==> src/rtl/spi_flash_owner_arbiter_if.sv <==
// Signal bundle between the two SPI masters, the arbiter and the flash pins.
// The slave modport is the arbiter's view; the master modport is the view of
// whatever drives both requesting masters and models the flash.
interface spi_flash_owner_arbiter_if;
  // JTAG (BSCAN USER1) master side
  logic jtag_req;
  logic jtag_sck;
  logic jtag_csn;
  logic jtag_sdi;
  logic jtag_sdo;
  logic jtag_gnt;
  // Fabric SPI command engine side
  logic usr_req;
  logic usr_gnt;
  logic usr_sck;
  logic usr_csn;
  logic usr_sdi;
  logic usr_sdo;
  logic usr_revoked;
  // Flash pins (or STARTUP USRCCLKO/FCSBO)
  logic flash_sck;
  logic flash_csn;
  logic flash_sdi;
  logic flash_sdo;
  logic flash_wpn;
  logic flash_hldn;

  modport slave (
    input  jtag_req, jtag_sck, jtag_csn, jtag_sdi,
    input  usr_req, usr_sck, usr_csn, usr_sdi,
    input  flash_sdo,
    output jtag_sdo, jtag_gnt,
    output usr_gnt, usr_sdo, usr_revoked,
    output flash_sck, flash_csn, flash_sdi, flash_wpn, flash_hldn
  );

  modport master (
    output jtag_req, jtag_sck, jtag_csn, jtag_sdi,
    output usr_req, usr_sck, usr_csn, usr_sdi,
    output flash_sdo,
    input  jtag_sdo, jtag_gnt,
    input  usr_gnt, usr_sdo, usr_revoked,
    input  flash_sck, flash_csn, flash_sdi, flash_wpn, flash_hldn
  );
endinterface

==> src/rtl/spi_flash_owner_arbiter.sv <==
// Ownership arbiter for one configuration SPI flash shared by the JTAG bridge
// and a fabric SPI engine. Ownership is non-preemptive except for the revoke
// of an idle user session while JTAG waits; every hand-over passes through a
// CS-high guard gap. The SPI datapath is a pure combinational mux selected by
// the registered owner state, so SPI clocks never pass through a flop.
module spi_flash_owner_arbiter #(
  parameter int SYNC_STAGES   = 2,
  parameter int GUARD_CYCLES  = 4,
  parameter int REVOKE_CYCLES = 1024
) (
  input logic                      clk,
  input logic                      rst,
  spi_flash_owner_arbiter_if.slave bus
);

  // Counters only need to reach LAST = N-1; the exit decision is taken on the
  // cycle the counter already holds LAST, so the state lasts exactly N cycles.
  localparam int GW = (GUARD_CYCLES > 1) ? $clog2(GUARD_CYCLES) : 1;
  localparam int RW = (REVOKE_CYCLES > 1) ? $clog2(REVOKE_CYCLES) : 1;
  localparam logic [GW-1:0] G_LAST = GW'(GUARD_CYCLES - 1);
  localparam logic [RW-1:0] R_LAST = RW'((REVOKE_CYCLES > 0) ? (REVOKE_CYCLES - 1) : 0);
  localparam bit            REV_EN = (REVOKE_CYCLES > 0);

  typedef enum logic [1:0] {
    ST_IDLE  = 2'd0,
    ST_JTAG  = 2'd1,
    ST_USER  = 2'd2,
    ST_GUARD = 2'd3
  } state_t;

  state_t          state_q, state_d;
  logic [GW-1:0]   guard_cnt_q, guard_cnt_d;
  logic [RW-1:0]   rev_cnt_q, rev_cnt_d;
  logic            revoked_q, revoked_d;

  logic [SYNC_STAGES-1:0] req_sync;
  logic [SYNC_STAGES-1:0] csn_sync;
  logic                   j_req;
  logic                   j_csn;

  logic fl_sck, fl_csn, fl_sdi;
  logic j_sdo, u_sdo;

  // JTAG-side request and chip-select cross into clk; both clear to the idle level
  always_ff @(posedge clk or posedge rst) begin
    if (rst) begin
      req_sync <= '0;
      csn_sync <= '1;
    end else begin
      req_sync <= {req_sync[SYNC_STAGES-2:0], bus.jtag_req};
      csn_sync <= {csn_sync[SYNC_STAGES-2:0], bus.jtag_csn};
    end
  end

  assign j_req = req_sync[SYNC_STAGES-1];
  assign j_csn = csn_sync[SYNC_STAGES-1];

  // Owner state, guard/revoke counters and the revoke pulse register
  always_ff @(posedge clk or posedge rst) begin
    if (rst) begin
      state_q     <= ST_IDLE;
      guard_cnt_q <= '0;
      rev_cnt_q   <= '0;
      revoked_q   <= 1'b0;
    end else begin
      state_q     <= state_d;
      guard_cnt_q <= guard_cnt_d;
      rev_cnt_q   <= rev_cnt_d;
      revoked_q   <= revoked_d;
    end
  end

  // Next owner: JTAG wins ties in IDLE; JTAG leaves only with its CS released;
  // an idle user session is revoked after REVOKE_CYCLES of JTAG waiting
  always_comb begin
    state_d     = state_q;
    guard_cnt_d = '0;
    rev_cnt_d   = '0;
    revoked_d   = 1'b0;
    case (state_q)
      ST_IDLE: begin
        if (j_req) begin
          state_d = ST_JTAG;
        end else if (bus.usr_req) begin
          state_d = ST_USER;
        end
      end
      ST_JTAG: begin
        if (!j_req && j_csn) begin
          state_d = ST_GUARD;
        end
      end
      ST_USER: begin
        if (!bus.usr_req) begin
          state_d = ST_GUARD;
        end else if (REV_EN && j_req && bus.usr_csn) begin
          // Counter clears (default) on any cycle this condition breaks.
          if (rev_cnt_q >= R_LAST) begin
            state_d   = ST_GUARD;
            revoked_d = 1'b1;
          end else begin
            rev_cnt_d = rev_cnt_q + RW'(1);
          end
        end
      end
      ST_GUARD: begin
        if (guard_cnt_q >= G_LAST) begin
          state_d = ST_IDLE;
        end else begin
          guard_cnt_d = guard_cnt_q + GW'(1);
        end
      end
      default: begin
        state_d = ST_IDLE;
      end
    endcase
  end

  // Pin mux keyed on the registered owner; non-owners are parked, and reset
  // forces every MISO return high immediately
  always_comb begin
    fl_sck = 1'b0;
    fl_csn = 1'b1;
    fl_sdi = 1'b0;
    j_sdo  = bus.jtag_sdi;
    u_sdo  = 1'b1;
    if (rst) begin
      j_sdo = 1'b1;
    end else begin
      case (state_q)
        ST_JTAG: begin
          fl_sck = bus.jtag_sck;
          fl_csn = bus.jtag_csn;
          fl_sdi = bus.jtag_sdi;
          j_sdo  = bus.flash_sdo;
        end
        ST_USER: begin
          fl_sck = bus.usr_sck;
          fl_csn = bus.usr_csn;
          fl_sdi = bus.usr_sdi;
          u_sdo  = bus.flash_sdo;
        end
        default: begin
        end
      endcase
    end
  end

  assign bus.flash_sck   = fl_sck;
  assign bus.flash_csn   = fl_csn;
  assign bus.flash_sdi   = fl_sdi;
  assign bus.jtag_sdo    = j_sdo;
  assign bus.usr_sdo     = u_sdo;
  assign bus.flash_wpn   = 1'b1;
  assign bus.flash_hldn  = 1'b1;
  assign bus.jtag_gnt    = (state_q == ST_JTAG);
  assign bus.usr_gnt     = (state_q == ST_USER);
  assign bus.usr_revoked = revoked_q;

endmodule

==> src/flat_wrapper.sv <==
// flat-port wrapper written by rule: the top's interface ports become plain ports
module spi_flash_owner_arbiter_flat 
#(
  parameter int SYNC_STAGES   = 2,
  parameter int GUARD_CYCLES  = 4,
  parameter int REVOKE_CYCLES = 1024
)
  (clk, rst, bus_jtag_req, bus_jtag_sck, bus_jtag_csn, bus_jtag_sdi, bus_usr_req, bus_usr_sck, bus_usr_csn, bus_usr_sdi, bus_flash_sdo, bus_jtag_sdo, bus_jtag_gnt, bus_usr_gnt, bus_usr_sdo, bus_usr_revoked, bus_flash_sck, bus_flash_csn, bus_flash_sdi, bus_flash_wpn, bus_flash_hldn);
  spi_flash_owner_arbiter_if bus_i ();
  input logic clk;
  input logic rst;
  input wire logic [$bits(bus_i.jtag_req)-1:0] bus_jtag_req;
  input wire logic [$bits(bus_i.jtag_sck)-1:0] bus_jtag_sck;
  input wire logic [$bits(bus_i.jtag_csn)-1:0] bus_jtag_csn;
  input wire logic [$bits(bus_i.jtag_sdi)-1:0] bus_jtag_sdi;
  input wire logic [$bits(bus_i.usr_req)-1:0] bus_usr_req;
  input wire logic [$bits(bus_i.usr_sck)-1:0] bus_usr_sck;
  input wire logic [$bits(bus_i.usr_csn)-1:0] bus_usr_csn;
  input wire logic [$bits(bus_i.usr_sdi)-1:0] bus_usr_sdi;
  input wire logic [$bits(bus_i.flash_sdo)-1:0] bus_flash_sdo;
  output wire logic [$bits(bus_i.jtag_sdo)-1:0] bus_jtag_sdo;
  output wire logic [$bits(bus_i.jtag_gnt)-1:0] bus_jtag_gnt;
  output wire logic [$bits(bus_i.usr_gnt)-1:0] bus_usr_gnt;
  output wire logic [$bits(bus_i.usr_sdo)-1:0] bus_usr_sdo;
  output wire logic [$bits(bus_i.usr_revoked)-1:0] bus_usr_revoked;
  output wire logic [$bits(bus_i.flash_sck)-1:0] bus_flash_sck;
  output wire logic [$bits(bus_i.flash_csn)-1:0] bus_flash_csn;
  output wire logic [$bits(bus_i.flash_sdi)-1:0] bus_flash_sdi;
  output wire logic [$bits(bus_i.flash_wpn)-1:0] bus_flash_wpn;
  output wire logic [$bits(bus_i.flash_hldn)-1:0] bus_flash_hldn;
  assign bus_i.jtag_req = bus_jtag_req;
  assign bus_i.jtag_sck = bus_jtag_sck;
  assign bus_i.jtag_csn = bus_jtag_csn;
  assign bus_i.jtag_sdi = bus_jtag_sdi;
  assign bus_i.usr_req = bus_usr_req;
  assign bus_i.usr_sck = bus_usr_sck;
  assign bus_i.usr_csn = bus_usr_csn;
  assign bus_i.usr_sdi = bus_usr_sdi;
  assign bus_i.flash_sdo = bus_flash_sdo;
  assign bus_jtag_sdo = bus_i.jtag_sdo;
  assign bus_jtag_gnt = bus_i.jtag_gnt;
  assign bus_usr_gnt = bus_i.usr_gnt;
  assign bus_usr_sdo = bus_i.usr_sdo;
  assign bus_usr_revoked = bus_i.usr_revoked;
  assign bus_flash_sck = bus_i.flash_sck;
  assign bus_flash_csn = bus_i.flash_csn;
  assign bus_flash_sdi = bus_i.flash_sdi;
  assign bus_flash_wpn = bus_i.flash_wpn;
  assign bus_flash_hldn = bus_i.flash_hldn;
  spi_flash_owner_arbiter #(.SYNC_STAGES(SYNC_STAGES), .GUARD_CYCLES(GUARD_CYCLES), .REVOKE_CYCLES(REVOKE_CYCLES)) u_core (.clk(clk), .rst(rst), .bus(bus_i));
endmodule
==> config.mk <==
export PLATFORM = sky130hd
export DESIGN_NAME = spi_flash_owner_arbiter_flat
export DESIGN_NICKNAME = d
export VERILOG_FILES = /design/src/rtl/spi_flash_owner_arbiter_if.sv /design/src/rtl/spi_flash_owner_arbiter.sv /design/src/flat_wrapper.sv
export SDC_FILE = /design/constraint.sdc
export NUM_CORES = 1
export LEC_CHECK = 0
export ABC_AREA = 0
export BUFFER_PORTS_ARGS = -buffer_cell sky130_fd_sc_hd__buf_2
export CAP_MARGIN = 0
export CORE_ASPECT_RATIO = 1.2
export CORE_MARGIN = 8
export CORE_UTILIZATION = 59
export CTS_BUF_LIST = sky130_fd_sc_hd__clkbuf_2
export DETAILED_ROUTE_END_ITERATION = 10
export GPL_TIMING_DRIVEN = 0
export HOLD_SLACK_MARGIN = 0.15
export PLACE_DENSITY = 0.86
export SKIP_LAST_GASP = 1
export SLEW_MARGIN = 20
export SYNTH_ARGS = -nofsm -noshare
export SYNTH_HDL_FRONTEND = slang
export SYNTH_SLANG_ARGS = --single-unit
==> constraint.sdc <==
create_clock -name clk -period 3.4 [get_ports clk]
set_clock_uncertainty 0.15 [all_clocks]
set_input_delay 0.34 -clock clk [delete_from_list [all_inputs] [get_ports clk]]
set_output_delay 0.34 -clock clk [all_outputs]
set_load 0.02 [all_outputs]
==> key figures <==
Floorplanning
  • Boundary pin count: 21
  • Die Wd: 53.0 um
  • Core area: between 0.0015 and 0.002 sq mm
  • Die ar.: approximately 0.0032 sq mm
  • Die height: 60.4 um
  • Row count: 16
  • Initial core utilization: 61.3%

Setup path
  • R2R cell count: 6
  • Critical R2R Launch: u_core.state_q[0]
  • CP Cell Sequence: dlygate4sd3_1 -> buf_2 -> inv_1 -> nand2_1 -> a221o_1 -> buf_2
  • CP most frequent cell: buf_2
  • Setup Crit Path Kind: input port to primary output
  • Setup crit start kind: input port
  • CP max stage cell: dlygate4sd3_1
  • RR Endpoint: u_core.state_q[0]
  • WP data required: 2910 ps
  • CP Max Fanout: 21
  • Crit end category: primary output
  • R2r setup slk: 1380 ps
  • Worst EP arrival: 2180 ps
  • Max stage delay on crit path: 530 ps

Global routing
  • GR Util All Layers: 13.1%
  • Largest net degree at the start of global routing: 22
  • First-pass GRT wire length: 3160 um
  • Initial antenna violation count: 0
  • Remaining global-route overflow: 0
  • Number of global-route vias before repair: between 700 and 800

STA
  • F_max: 375 MHz
  • Hold Slack: around 220 ps
  • Endpoints failing setup: 0
  • Fin crit period: between 2000 and 3000 ps
  • Sum of negative setup slack: 0 ps
  • Fin. max-slew vios: 0
  • Slew HR: 51.2%
  • RSZ-0062 raised after global routing: no
  • Post-route clock period utilization: between 70% and 80%
  • Final worst slack: 730 ps
  • Slew @ Worst Pin: 731 ps
  • Hold Fails Final Rpt: 0

Min path
  • Worst min-delay path endpoint: u_core.bus.usr_revoked
  • Hold Path Stages: 3
  • Hold wc startpoint: bus_usr_req
  • Min-Delay Path Class: input port to flip-flop

Placement
  • RD Place Congestion: between 0.7 and 0.8
  • Post-Place Worst Slack: 1220 ps
  • Buffers on Ports: 18
  • Post-DP HPWL: 1420 um

Yosys
  • Number of distinct library cells after synthesis: 30
  • Syn Inst Count: between 90 and 100
  • Syn avg cell area: 10.1 sq um
  • Seq/Total Area, Yosys: 49.3%
  • Ys Warns: 0
  • Synthesis-stage register bit count: 19
  • Mapped cell area: 970 sq um

Clock network
  • Clk sink count: 19
  • Setup Fix Bufs, Post-CTS: 0
  • H-Tree Depth: 1
  • Root Driver: clkbuf_2
  • Reg clk slew, reported paths: 180 ps
  • CTS max path bufs: 2
  • Total CTS buffers: 3
  • Clk_lat worst skew: 310 ps
  • CTS tree: built

Drt
  • Vias: 725
  • DRC viols: 0
  • Wirelength per Cell: 13.2 um
  • Initial DRT Pass Iterations: 2
  • Number of routed nets with antenna violations: 0
  • Avg Vias per Cell: 5.18
  • Total wire length: 1850 um
  • Initial DRC Count: 15

Power and ir drop
  • Comb pwr share: 43.5%
  • Maximum vdd drop: between 400 and 500 uV
  • Int Pwr: 0.394 mW
  • Switching Share: between 30% and 40%
  • P_sw: 0.257 mW
  • Clock power share: between 10% and 20%
  • Leak Pwr: approximately 0.55 nW
  • Power Density: 572 mW/mm^2
  • Flop pwr share: between 40% and 50%

Final layout
  • Layout cells sized above 1: between 20% and 30%
  • Nets: 141
  • Seq. cell area: 478 sq um
  • Most common cell after layout, fill and taps aside: buf_2
  • Multi-input logic area: about 460 sq um
  • Utilization after layout: just over 70%
  • Most frequent cells in the layout: buf_2 (18), dfrtp_1 (17), nor2_1 (16), nand2_1 (12), ha_1 (7)
  • Ant. Diodes: 0
  • Syn-to-layout area delta: 17.2%
  • Fill count: 105

Status
  • Status: finished, final reports clean

Run
  • Max Cap Viol: 0
-- power groups by stage --
| stage | sequential [mW] | combinational, mW | clock [mW] |
|---|---|---|---|
| finish | 0.273 | 0.283 | 0.0940 |
| detailed placement | 0.278 | 0.283 | 0 |
| global route | 0.277 | 0.312 | 0.109 |
| CTS | 0.273 | 0.286 | 0.0969 |
| floorplan | 0.270 | 0.209 | 0 |
| global placement | 0.274 | 0.264 | 0 |
-- cells by family after synthesis --
| group | count (synthesis) | share of synthesized area, % |
|---|---|---|
| other | 1 | 0.387 |
| adder cells (fa/ha/maj) | 7 | 9.03 |
| multiplexers | 3 | 3.35 |
| XOR/XNOR | 8 | 7.23 |
| flip-flops | 19 | 49.3 |
| buffers and inverters | 8 | 3.87 |
| AO/OA/AOI/OAI | 7 | 5.81 |
| AND/OR/NAND/NOR | 43 | 21.0 |
-- registers in the layout, indices dropped and copies added, names as in the netlist --
signal,count
u_core.csn_sync,2
u_core.state_q,2
u_core.rev_cnt_q,10
u_core.bus.usr_revoked,1
u_core.guard_cnt_q,2
u_core.req_sync,2
-- cells in the mapped netlist --
cell type,n,area (sq um)
a21oi_1,1,5.00
a221o_1,1,10.0
a22oi_1,2,15.0
a31oi_1,1,6.26
and2_1,1,6.26
and3_1,1,6.26
and3b_1,1,8.76
and4_1,1,8.76
and4_4,1,11.3
buf_4,2,15.0
clkbuf_1,1,3.75
conb_1,1,3.75
dfrtp_1,17,425
dfstp_2,2,52.6
ha_1,7,87.6
inv_1,5,18.8
mux2_1,2,22.5
mux2i_1,1,10.0
nand2_1,12,45.0
nand2b_1,1,6.26
nand3_1,3,15.0
nand4_1,2,12.5
nor2_1,16,60.1
nor2b_1,2,12.5
nor3_1,1,5.00
nor4_1,1,6.26
o21ai_0,1,5.00
o221ai_2,1,15.0
xnor2_1,4,35.0
xor2_1,4,35.0
-- cell type report --
cell class | count | area share, %
flip-flops and latches | 19 | 42.1
plain buffers | 3 | 1.65
repair buffers | 21 | 10.6
multi-input cells | 70 | 40.3
clock buffers | 3 | 1.32
clock inverters | 1 | 0.441
inverters | 5 | 1.65
well taps | 18 | 1.98
-- worst max-delay path by stage --
stage / start / end / slack (ps) / cells past startpoint
after floorplan: u_core.state_q[0] / u_core.state_q[0] / 1470 / 6
after global routing: rst / bus_flash_csn / 540 / 6
after detailed placement: rst / bus_flash_csn / 1220 / 5
final: rst / bus_flash_csn / 730 / 6
after global placement: rst / bus_flash_csn / 1250 / 5
after CTS: rst / bus_flash_csn / 670 / 6
-- worst max-delay path: cells and delay by family --
family	cells	cell delay (ps)
AOI/OAI and AO/OA	1	290
and+or+nand+nor	1	200
buffers and inverters	4	1340
-- per-layer routing --
layer	vias to the layer above	part of all wire, %	global-route usage [%]	wire length (um)
met5	-	0	0	0
met4	0	1.2	4.44	22
met3	3	2.9	3.43	53
met2	11	53	24.0	984
met1	341	42	13.9	784
li1	370	-	-	-
-- through the flow --
step	power [mW]	instance area (sq um)	instances
2_1_floorplan	0.479	973	97
3_3_place_gp	0.538	1090	133
3_5_place_dp	0.561	1090	133
4_1_cts	0.657	1140	140
5_1_grt	0.699	1140	140
6_report	0.650	1140	140
-- what timing repair did --
| item | CTS | global route |
|---|---|---|
| setup endpoints to repair | 0 | 0 |
| hold buffers | 3 | 0 |
| gates resized for setup | 0 | 0 |
| hold endpoints to repair | 19 | 0 |
(Power assumes the default switching activity.)
